## src/rtl/mem_arbiter_pkg.sv

```systemverilog
// Shared types for the core/host memory arbiter: FSM states, response
// steering tags, core-side opcode/source enums and the starvation counter step.
package mem_arbiter_pkg;

  // Arbiter ownership state.
  typedef enum logic [0:0] {
    ARB   = 1'b0,  // normal arbitration, core has priority
    HLOCK = 1'b1   // host owns the memory for back-to-back accesses
  } arb_state_t;

  // Which port the read data returning next cycle belongs to.
  typedef enum logic [1:0] {
    NONE = 2'd0,
    CORE = 2'd1,
    HOST = 2'd2
  } resp_tag_t;

  // Kind of access the core issues on its port.
  typedef enum logic [1:0] {
    OP_FETCH = 2'd0,
    OP_LOAD  = 2'd1,
    OP_STORE = 2'd2
  } opcode_t;

  // Requester identity.
  typedef enum logic [0:0] {
    SRC_CORE = 1'b0,
    SRC_HOST = 1'b1
  } src_t;

  // Saturating increment of the starvation counter.
  function automatic logic [3:0] sat_inc(input logic [3:0] cnt, input logic [3:0] max);
    logic [3:0] res;
    if (cnt < max) begin
      res = cnt + 4'd1;
    end else begin
      res = max;
    end
    return res;
  endfunction

endpackage

```

## src/rtl/mem_arbiter.sv

```systemverilog
// Two-port (core/host) single-memory arbiter. Core has priority, the host is
// guaranteed a grant after STARVE_MAX contested core wins, and the host may
// lock the memory for back-to-back accesses. Read data returns one cycle after
// the grant and is steered to the requesting port by a registered tag.
module mem_arbiter
  import mem_arbiter_pkg::*;
#(
  parameter int ADDR_W     = 32,
  parameter int STARVE_MAX = 4
) (
  input  logic              clk,
  input  logic              rst_n,
  // core port
  input  logic              c_req,
  input  logic              c_we,
  input  logic [ADDR_W-1:0] c_addr,
  input  logic [31:0]       c_wdata,
  input  logic [3:0]        c_wstrb,
  output logic              c_gnt,
  output logic              c_rvalid,
  output logic [31:0]       c_rdata,
  // host port
  input  logic              h_req,
  input  logic              h_we,
  input  logic [ADDR_W-1:0] h_addr,
  input  logic [31:0]       h_wdata,
  input  logic [3:0]        h_wstrb,
  input  logic              h_lock,
  output logic              h_gnt,
  output logic              h_rvalid,
  output logic [31:0]       h_rdata,
  // memory side
  output logic              mem_en,
  output logic              mem_we,
  output logic [ADDR_W-1:0] mem_addr,
  output logic [31:0]       mem_wdata,
  output logic [3:0]        mem_wstrb,
  input  logic [31:0]       mem_rdata
);

  localparam logic [3:0] STARVE_MAX_C = 4'(STARVE_MAX);

  arb_state_t state_q, state_d;
  logic [3:0] starve_cnt_q, starve_cnt_d;
  resp_tag_t  tag_q, tag_d;
  logic       c_rvalid_q, c_rvalid_d;
  logic       h_rvalid_q, h_rvalid_d;
  logic       c_gnt_s, h_gnt_s;

  // Grant decision: core priority in ARB unless the host is starved; host only while it holds the lock.
  always_comb begin
    c_gnt_s = 1'b0;
    h_gnt_s = 1'b0;
    if (!rst_n) begin
      c_gnt_s = 1'b0;
      h_gnt_s = 1'b0;
    end else begin
      case (state_q)
        HLOCK: begin
          if (h_req) begin
            h_gnt_s = 1'b1;
          end else if (c_req) begin
            c_gnt_s = 1'b1;
          end else begin
            c_gnt_s = 1'b0;
          end
        end
        ARB: begin
          if (c_req && h_req) begin
            if (starve_cnt_q == STARVE_MAX_C) begin
              h_gnt_s = 1'b1;
            end else begin
              c_gnt_s = 1'b1;
            end
          end else if (c_req) begin
            c_gnt_s = 1'b1;
          end else if (h_req) begin
            h_gnt_s = 1'b1;
          end else begin
            c_gnt_s = 1'b0;
          end
        end
        default: begin
          c_gnt_s = 1'b0;
          h_gnt_s = 1'b0;
        end
      endcase
    end
  end

  // Next FSM state, starvation count and read-response tag from this cycle's grant.
  always_comb begin
    state_d      = ARB;
    starve_cnt_d = 4'd0;
    tag_d        = NONE;
    c_rvalid_d   = 1'b0;
    h_rvalid_d   = 1'b0;

    // A locked host grant keeps ownership; anything else (incl. an idle host) returns to ARB.
    if (h_gnt_s && h_lock) begin
      state_d = HLOCK;
    end else begin
      state_d = ARB;
    end

    // Count only contested core wins; any host grant or idle host clears the count.
    if (state_q == HLOCK) begin
      starve_cnt_d = 4'd0;
    end else if (h_gnt_s || !h_req) begin
      starve_cnt_d = 4'd0;
    end else if (c_gnt_s) begin
      starve_cnt_d = sat_inc(starve_cnt_q, STARVE_MAX_C);
    end else begin
      starve_cnt_d = starve_cnt_q;
    end

    if (c_gnt_s && !c_we) begin
      tag_d      = CORE;
      c_rvalid_d = 1'b1;
    end else if (h_gnt_s && !h_we) begin
      tag_d      = HOST;
      h_rvalid_d = 1'b1;
    end else begin
      tag_d = NONE;
    end
  end

  // State and response registers with synchronous active-low reset.
  always_ff @(posedge clk) begin
    if (!rst_n) begin
      state_q      <= ARB;
      starve_cnt_q <= 4'd0;
      tag_q        <= NONE;
      c_rvalid_q   <= 1'b0;
      h_rvalid_q   <= 1'b0;
    end else begin
      state_q      <= state_d;
      starve_cnt_q <= starve_cnt_d;
      tag_q        <= tag_d;
      c_rvalid_q   <= c_rvalid_d;
      h_rvalid_q   <= h_rvalid_d;
    end
  end

  // Memory request mux from whichever port holds the grant; idle drives zeros.
  always_comb begin
    mem_we    = 1'b0;
    mem_addr  = {ADDR_W{1'b0}};
    mem_wdata = 32'd0;
    mem_wstrb = 4'd0;
    if (h_gnt_s) begin
      mem_we    = h_we;
      mem_addr  = h_addr;
      mem_wdata = h_wdata;
      mem_wstrb = h_wstrb;
    end else if (c_gnt_s) begin
      mem_we    = c_we;
      mem_addr  = c_addr;
      mem_wdata = c_wdata;
      mem_wstrb = c_wstrb;
    end else begin
      mem_we    = 1'b0;
      mem_addr  = {ADDR_W{1'b0}};
      mem_wdata = 32'd0;
      mem_wstrb = 4'd0;
    end
  end

  // Read data steering by the tag registered in the grant cycle.
  always_comb begin
    c_rdata = 32'd0;
    h_rdata = 32'd0;
    case (tag_q)
      CORE: c_rdata = mem_rdata;
      HOST: h_rdata = mem_rdata;
      default: begin
        c_rdata = 32'd0;
        h_rdata = 32'd0;
      end
    endcase
  end

  assign c_gnt  = c_gnt_s;
  assign h_gnt  = h_gnt_s;
  assign mem_en = c_gnt_s | h_gnt_s;

  // A response already in flight is dropped while reset is held.
  assign c_rvalid = c_rvalid_q & rst_n;
  assign h_rvalid = h_rvalid_q & rst_n;

endmodule

```

## config.mk

```make
export PLATFORM = sky130hd
export DESIGN_NAME = mem_arbiter
export DESIGN_NICKNAME = d
export VERILOG_FILES = /design/src/rtl/mem_arbiter_pkg.sv /design/src/rtl/mem_arbiter.sv
export SDC_FILE = /design/constraint.sdc
export NUM_CORES = 1
export LEC_CHECK = 0
export CAP_MARGIN = 20
export CORE_AREA = 2 2 123 125
export CTS_BUF_LIST = sky130_fd_sc_hd__clkbuf_2 sky130_fd_sc_hd__clkbuf_4 sky130_fd_sc_hd__clkbuf_8
export CTS_CLUSTER_SIZE = 25
export DETAILED_ROUTE_END_ITERATION = 10
export DIE_AREA = 0 0 125 127
export SYNTH_ARGS = -nofsm -noshare
export SYNTH_HDL_FRONTEND = slang
export SYNTH_SLANG_ARGS = --single-unit
```

## constraint.sdc

```tcl
create_clock -name clk -period 2.9 [get_ports clk]
set_input_delay 0.58 -clock clk [delete_from_list [all_inputs] [get_ports clk]]
set_output_delay 0.58 -clock clk [all_outputs]
set_load 0.01 [all_outputs]
```

* After elaboration in Yosys (flattened, before gate mapping)
Cells that the tools add are included.
** Word-level totals
- Flip-flop bits (word level) :: 9
- Bits in latches :: 0
- Bits in writable memories :: 0
- ROM bits :: 0
- Output and inout port bits :: 138
- Logic and storage cells :: 54
- Memories kept :: 0
** Operators by class
- Add/subtract/negate cells :: 1
- Multipliers :: 0
- Div/mod/pow operators :: 0
- $lt $le $gt $ge :: 1
- Equality and inequality tests :: 3
- Shift-type cells :: 0
- Mux-type cells :: 28
- Bitwise operators :: 5
- Reductions and logical operators :: 10
** Operator list (number)
- 32-bit 2-to-1 mux :: 6
- 1-bit 2-to-1 mux :: 16
- 4-bit 2-to-1 mux :: 3
- 4-bit by 1-bit adder with 4-bit output, second input constant :: 1
- 4-bit by 3-bit == test with 1-bit output, second input constant :: 1
- 1-bit logical AND :: 4
- 4-bit by 3-bit less-than comparator with 1-bit output, second input constant :: 1
- 1-bit one-hot mux with 2 select lines :: 2
- 1-bit zero test :: 3
- 3-bit OR reduction :: 1
- 1-bit AND :: 2
- 2-bit by 1-bit == test with 1-bit output, second input constant :: 1
- 2-bit == test, second input constant :: 1
- 2-bit 2-to-1 mux :: 1
- 1-bit inverter :: 2
- 2-bit OR reduction :: 1
- 1-bit logical OR :: 1
- 1-bit bitwise OR :: 1

* Longest topological paths before layout
- Depth in word-level cells :: 8
- Gate-level depth with buffers :: 7

* Least setup slack after synthesis
OpenSTA, ideal clock, no wires.
- Path type :: register to output
- Start point :: register starve_cnt_q[0]
- End point :: output port mem_addr[16]
- Arrival time :: 1.450 ns
- Data required time :: 2.320 ns
- Path slack :: 0.870 ns
- Stages on the path, launching flop included :: 7
- Cell sequence :: dfxtp_1 -> inv_1 -> ha_1 -> a311oi_2 -> nor2_2 -> buf_2 -> a22o_1
** RTL lines
- start, declared :: line mem_arbiter.sv:44 : logic [3:0] starve_cnt_q, starve_cnt_d;
- start signal, assigned :: line mem_arbiter.sv:138 : starve_cnt_q <= starve_cnt_d;
- 4-bit by 3-bit == test with 1-bit output :: line mem_arbiter.sv:70 : if (starve_cnt_q == STARVE_MAX_C) begin
- 1-bit 2-to-1 mux :: line mem_arbiter.sv:70
- 1-bit 2-to-1 mux :: line mem_arbiter.sv:69 : if (c_req && h_req) begin
- 1-bit one-hot mux with 2 select lines :: line mem_arbiter.sv:58 : case (state_q)
- 1-bit 2-to-1 mux :: line mem_arbiter.sv:54 : if (!rst_n) begin
- via h_gnt :: line mem_arbiter.sv:29 : output logic h_gnt,
- 32-bit 2-to-1 mux :: line mem_arbiter.sv:151 : if (h_gnt_s) begin
- end, declared :: line mem_arbiter.sv:35 : output logic [ADDR_W-1:0] mem_addr,
The timed path passes the listed nets, and every way through them passes these cells.

* Worst setup path after layout
- Start point :: input port c_req
- End point :: output port c_gnt
** Between the ends
- Word-level cells in the longest chain between the ends :: 4
** Ends and longest elaborated chain
- start, declared :: line mem_arbiter.sv:14 : input logic c_req,
- 1-bit 2-to-1 mux / 1-bit logical AND (equally long branches) :: line mem_arbiter.sv:62, mem_arbiter.sv:75, mem_arbiter.sv:69
- 1-bit 2-to-1 mux (on tied branches) :: line mem_arbiter.sv:69, mem_arbiter.sv:60
- 1-bit one-hot mux with 2 select lines * :: line mem_arbiter.sv:58
- 1-bit 2-to-1 mux * :: line mem_arbiter.sv:54
- end, declared :: line mem_arbiter.sv:19 : output logic c_gnt,
Mark *: on every way between the ends. The rest lies on a longest branch, timed or not.

==> run metrics <==
fillers about 1,500; crit path max-delay cell type clkdlybuf4s50_1; core area roughly 0.014 mm²; HPWL Detailed 9250 µm; area fraction in and, or, nand and nor cells after synthesis 33.2%; Worst Path Max Fanout 10; Vias about 2,800; most frequent cell after synthesis a22o_1; DIE AREA 0.0159 mm²; Bufs on Longest Clock Path 2; crit end category output pin; die height around 130 µm; setup TNS 0 ns; Layout area overhead 238%; vias in the first global route 3,029; H-Tree Depth 1; worst reg-to-reg path cell count 7; Synth cell types 22; Overall Power ~860 µW; maximum number of pins on one net before global-route repair 33; Min-Delay Path Depth 2; Avg WL per Cell around 16 µm; mapped cell area ~0.0015 mm²; CTS Hold Bufs 0; Synth Area per Inst 7.77 µm²; Setup-failing EPs final 0; Post-synth top cells 69 x a22o_1, 67 x and2_1, 8 x buf_6; gr ovfl total 0; min Tclk post-route approximately 2.9 ns; Via density slightly above 4; global-route wire length before repair roughly 16,000 µm; Final Net Count around 690; RSZ-0062 raised after global routing no; register area share after synthesis a little under a tenth; hold wc startpoint starve_cnt_q[2]; Synth area leader a22o_1; Final Util 34.8%; Final Cycle Share between 90% and 100%; Setup crit start kind input port; Placement Rows 44; antenna violations before repair 0; Post-synth ARST share 0%; RR Startpoint starve_cnt_q[0]; DP Worst Slack -0.249 ns; Layout Skew ~0.004 ns; routed wire length roughly 11,000 µm; maximum VDD drop between 0.1 and 0.15 mV; Synth area leaders a22o_1 41%, and2_1 28%, dfxtp_1 9.4%, buf_6 6.1%, buf_2 2.4%; clock root cell clkbuf_8; DRC errors left 0; TritonCTS clock tree done; Clock Latency Late Sink roughly 0.23 ns; post-route setup slack roughly 0.049 ns; Synth Area in Compound Gates between 40 and 50%; Starting DRT DRC Count 63; largest family of logic cells by synthesized area compound AO/OA/AOI/OAI gates; ant diodes 0; synthesized flop and latch total 7; CP endpoint c_gnt; EDFF count, synth 0; R2R Setup Slk about 1.2 ns; Worst EP required roughly 2.3 ns; Syn. warnings 0; proportion of layout cells with a drive suffix above 1 12.3%; global placer's final weighted congestion approximately 0.94; Fmax between 300 and 400 MHz; # IOs 313; port buffer count approximately 310; outcome finished, final reports clean; R2R Path End state_q; worst hold path type register to register; XOR/XNOR Fraction of Synth Area 0%; die width around 130 µm; CTS sink cnt 7; Leak 2.06 nW; Yosys top cell area share between 40% and 50%; Synth Flop Type dfxtp_1; proportion of synthesized area in mux cells 0.675%; critical path type input port to output pin; cts bufs inserted 3; Worst Hold Slack about 0.55 ns; Adder-Cell Fraction of Synth Area roughly 1.7%; Initial Utilization slightly above 10%; endpoints failing hold 0; drt pass-1 iters 4; slowest cell delay on critical path ~0.54 ns; Post-Syn Nets between 300 and 400; Slew Limit Fails 0; gr usage total 12.7%; Setup crit start c_req; pwr/cell area 170 mW/mm²; Reg clk slew, reported paths 0.04 ns; count of antenna-violating nets left after detailed routing 0; Mapped Cells roughly 190; max-cap check violation count 0; Cell Chain, Critical Path clkdlybuf4s50_1 -> buf_4 -> and4_4 -> buf_12 -> buf_4 -> clkdlybuf4s50_1; Worst Path Arrival approximately 2.3 ns
[routing by layer]
layer | vias up | global-route usage [%] | part of all wire, %
met5 | - | 0 | 0
met4 | 0 | 3.14 | 2.1
met3 | 12 | 3.39 | 9.6
met2 | 204 | 26.3 | 54
met1 | 1250 | 12.2 | 34
li1 | 1353 | - | -
[worst max-delay path, delay by kind of cell]
| family | cells | cell delay, ns |
|---|---|---|
| AND/OR/NAND/NOR | 1 | 0.27 |
| buffers and inverters | 5 | 1.42 |
[state kept, by name, indices dropped and copies added (netlist names)]
signal / cells
starve_cnt_q: 4
state_q: 1
tag_q: 2
[final cells by class]
cell class / instances / area, µm² / area share (%)
Multi-Input combinational cell: 158 / 1200 / 23.9
Inverter: 5 / 18.8 / 0.374
Clock buffer: 4 / 48.8 / 0.972
Sequential cell: 7 / 140 / 2.79
Tap cell: 184 / 230 / 4.58
Timing Repair Buffer: 340 / 3390 / 67.4
[placed cells by master, fill, tap and decap left out, drive strengths merged]
master,synthesis,routed
conb,1,1
inv,5,5
o2111ai,1,1
and4,1,1
and2,67,67
buf,15,34
nor2b,3,3
ha,2,2
clkdlybuf4s15,0,38
nand3,2,2
dlygate4sd2,0,22
nor2,2,2
a22o,69,69
clkbuf,6,9
dfxtp,7,7
a311oi,1,1
nor3,2,2
a21oi,2,2
nand2,2,2
o21a,1,1
nand4b,1,1
clkdlybuf4s50,0,241
mux2i,1,1
[stage by stage]
stage                     cells  instance area, µm²
final                       698                5020
after global routing        698                5020
after floorplan             191                1480
after detailed placement    689                4920
after global placement      689                4920
after CTS                   697                5010
[logic make-up after synthesis]
| group | Yosys count |
|---|---|
| and+or+nand+nor | 80 |
| AOI/OAI and AO/OA | 74 |
| buffers and inverters | 26 |
| DFF | 7 |
| adders and majority gates | 2 |
| muxes | 1 |
| other | 1 |
[timing repair]
| action | 4_1_cts | 5_1_grt |
|---|---|---|
| endpoints found under the setup margin | 70 | 42 |
| setup buffers | 2 | 0 |
| pin swaps | 2 | 1 |
| resized for setup | 154 | 6 |
| cloned | 2 | 1 |
[power by group]
group          switching, mW  internal [mW]  leakage, nW
Sequential           0.00243         0.0998       0.0572
Clock                 0.0404          0.104       0.0262
Combinational          0.203          0.406         1.98
Total                  0.246          0.610         2.06
[how the worst min path moves through the flow]
stage / endpoint / slack, ns
after floorplan: starve_cnt_q[2] / 0.48
after global placement: starve_cnt_q[2] / 0.51
after detailed placement: starve_cnt_q[2] / 0.52
after CTS: starve_cnt_q[2] / 0.55
after global routing: starve_cnt_q[2] / 0.59
final: starve_cnt_q[2] / 0.55
No activity file was read; power rests on OpenSTA's default activity.
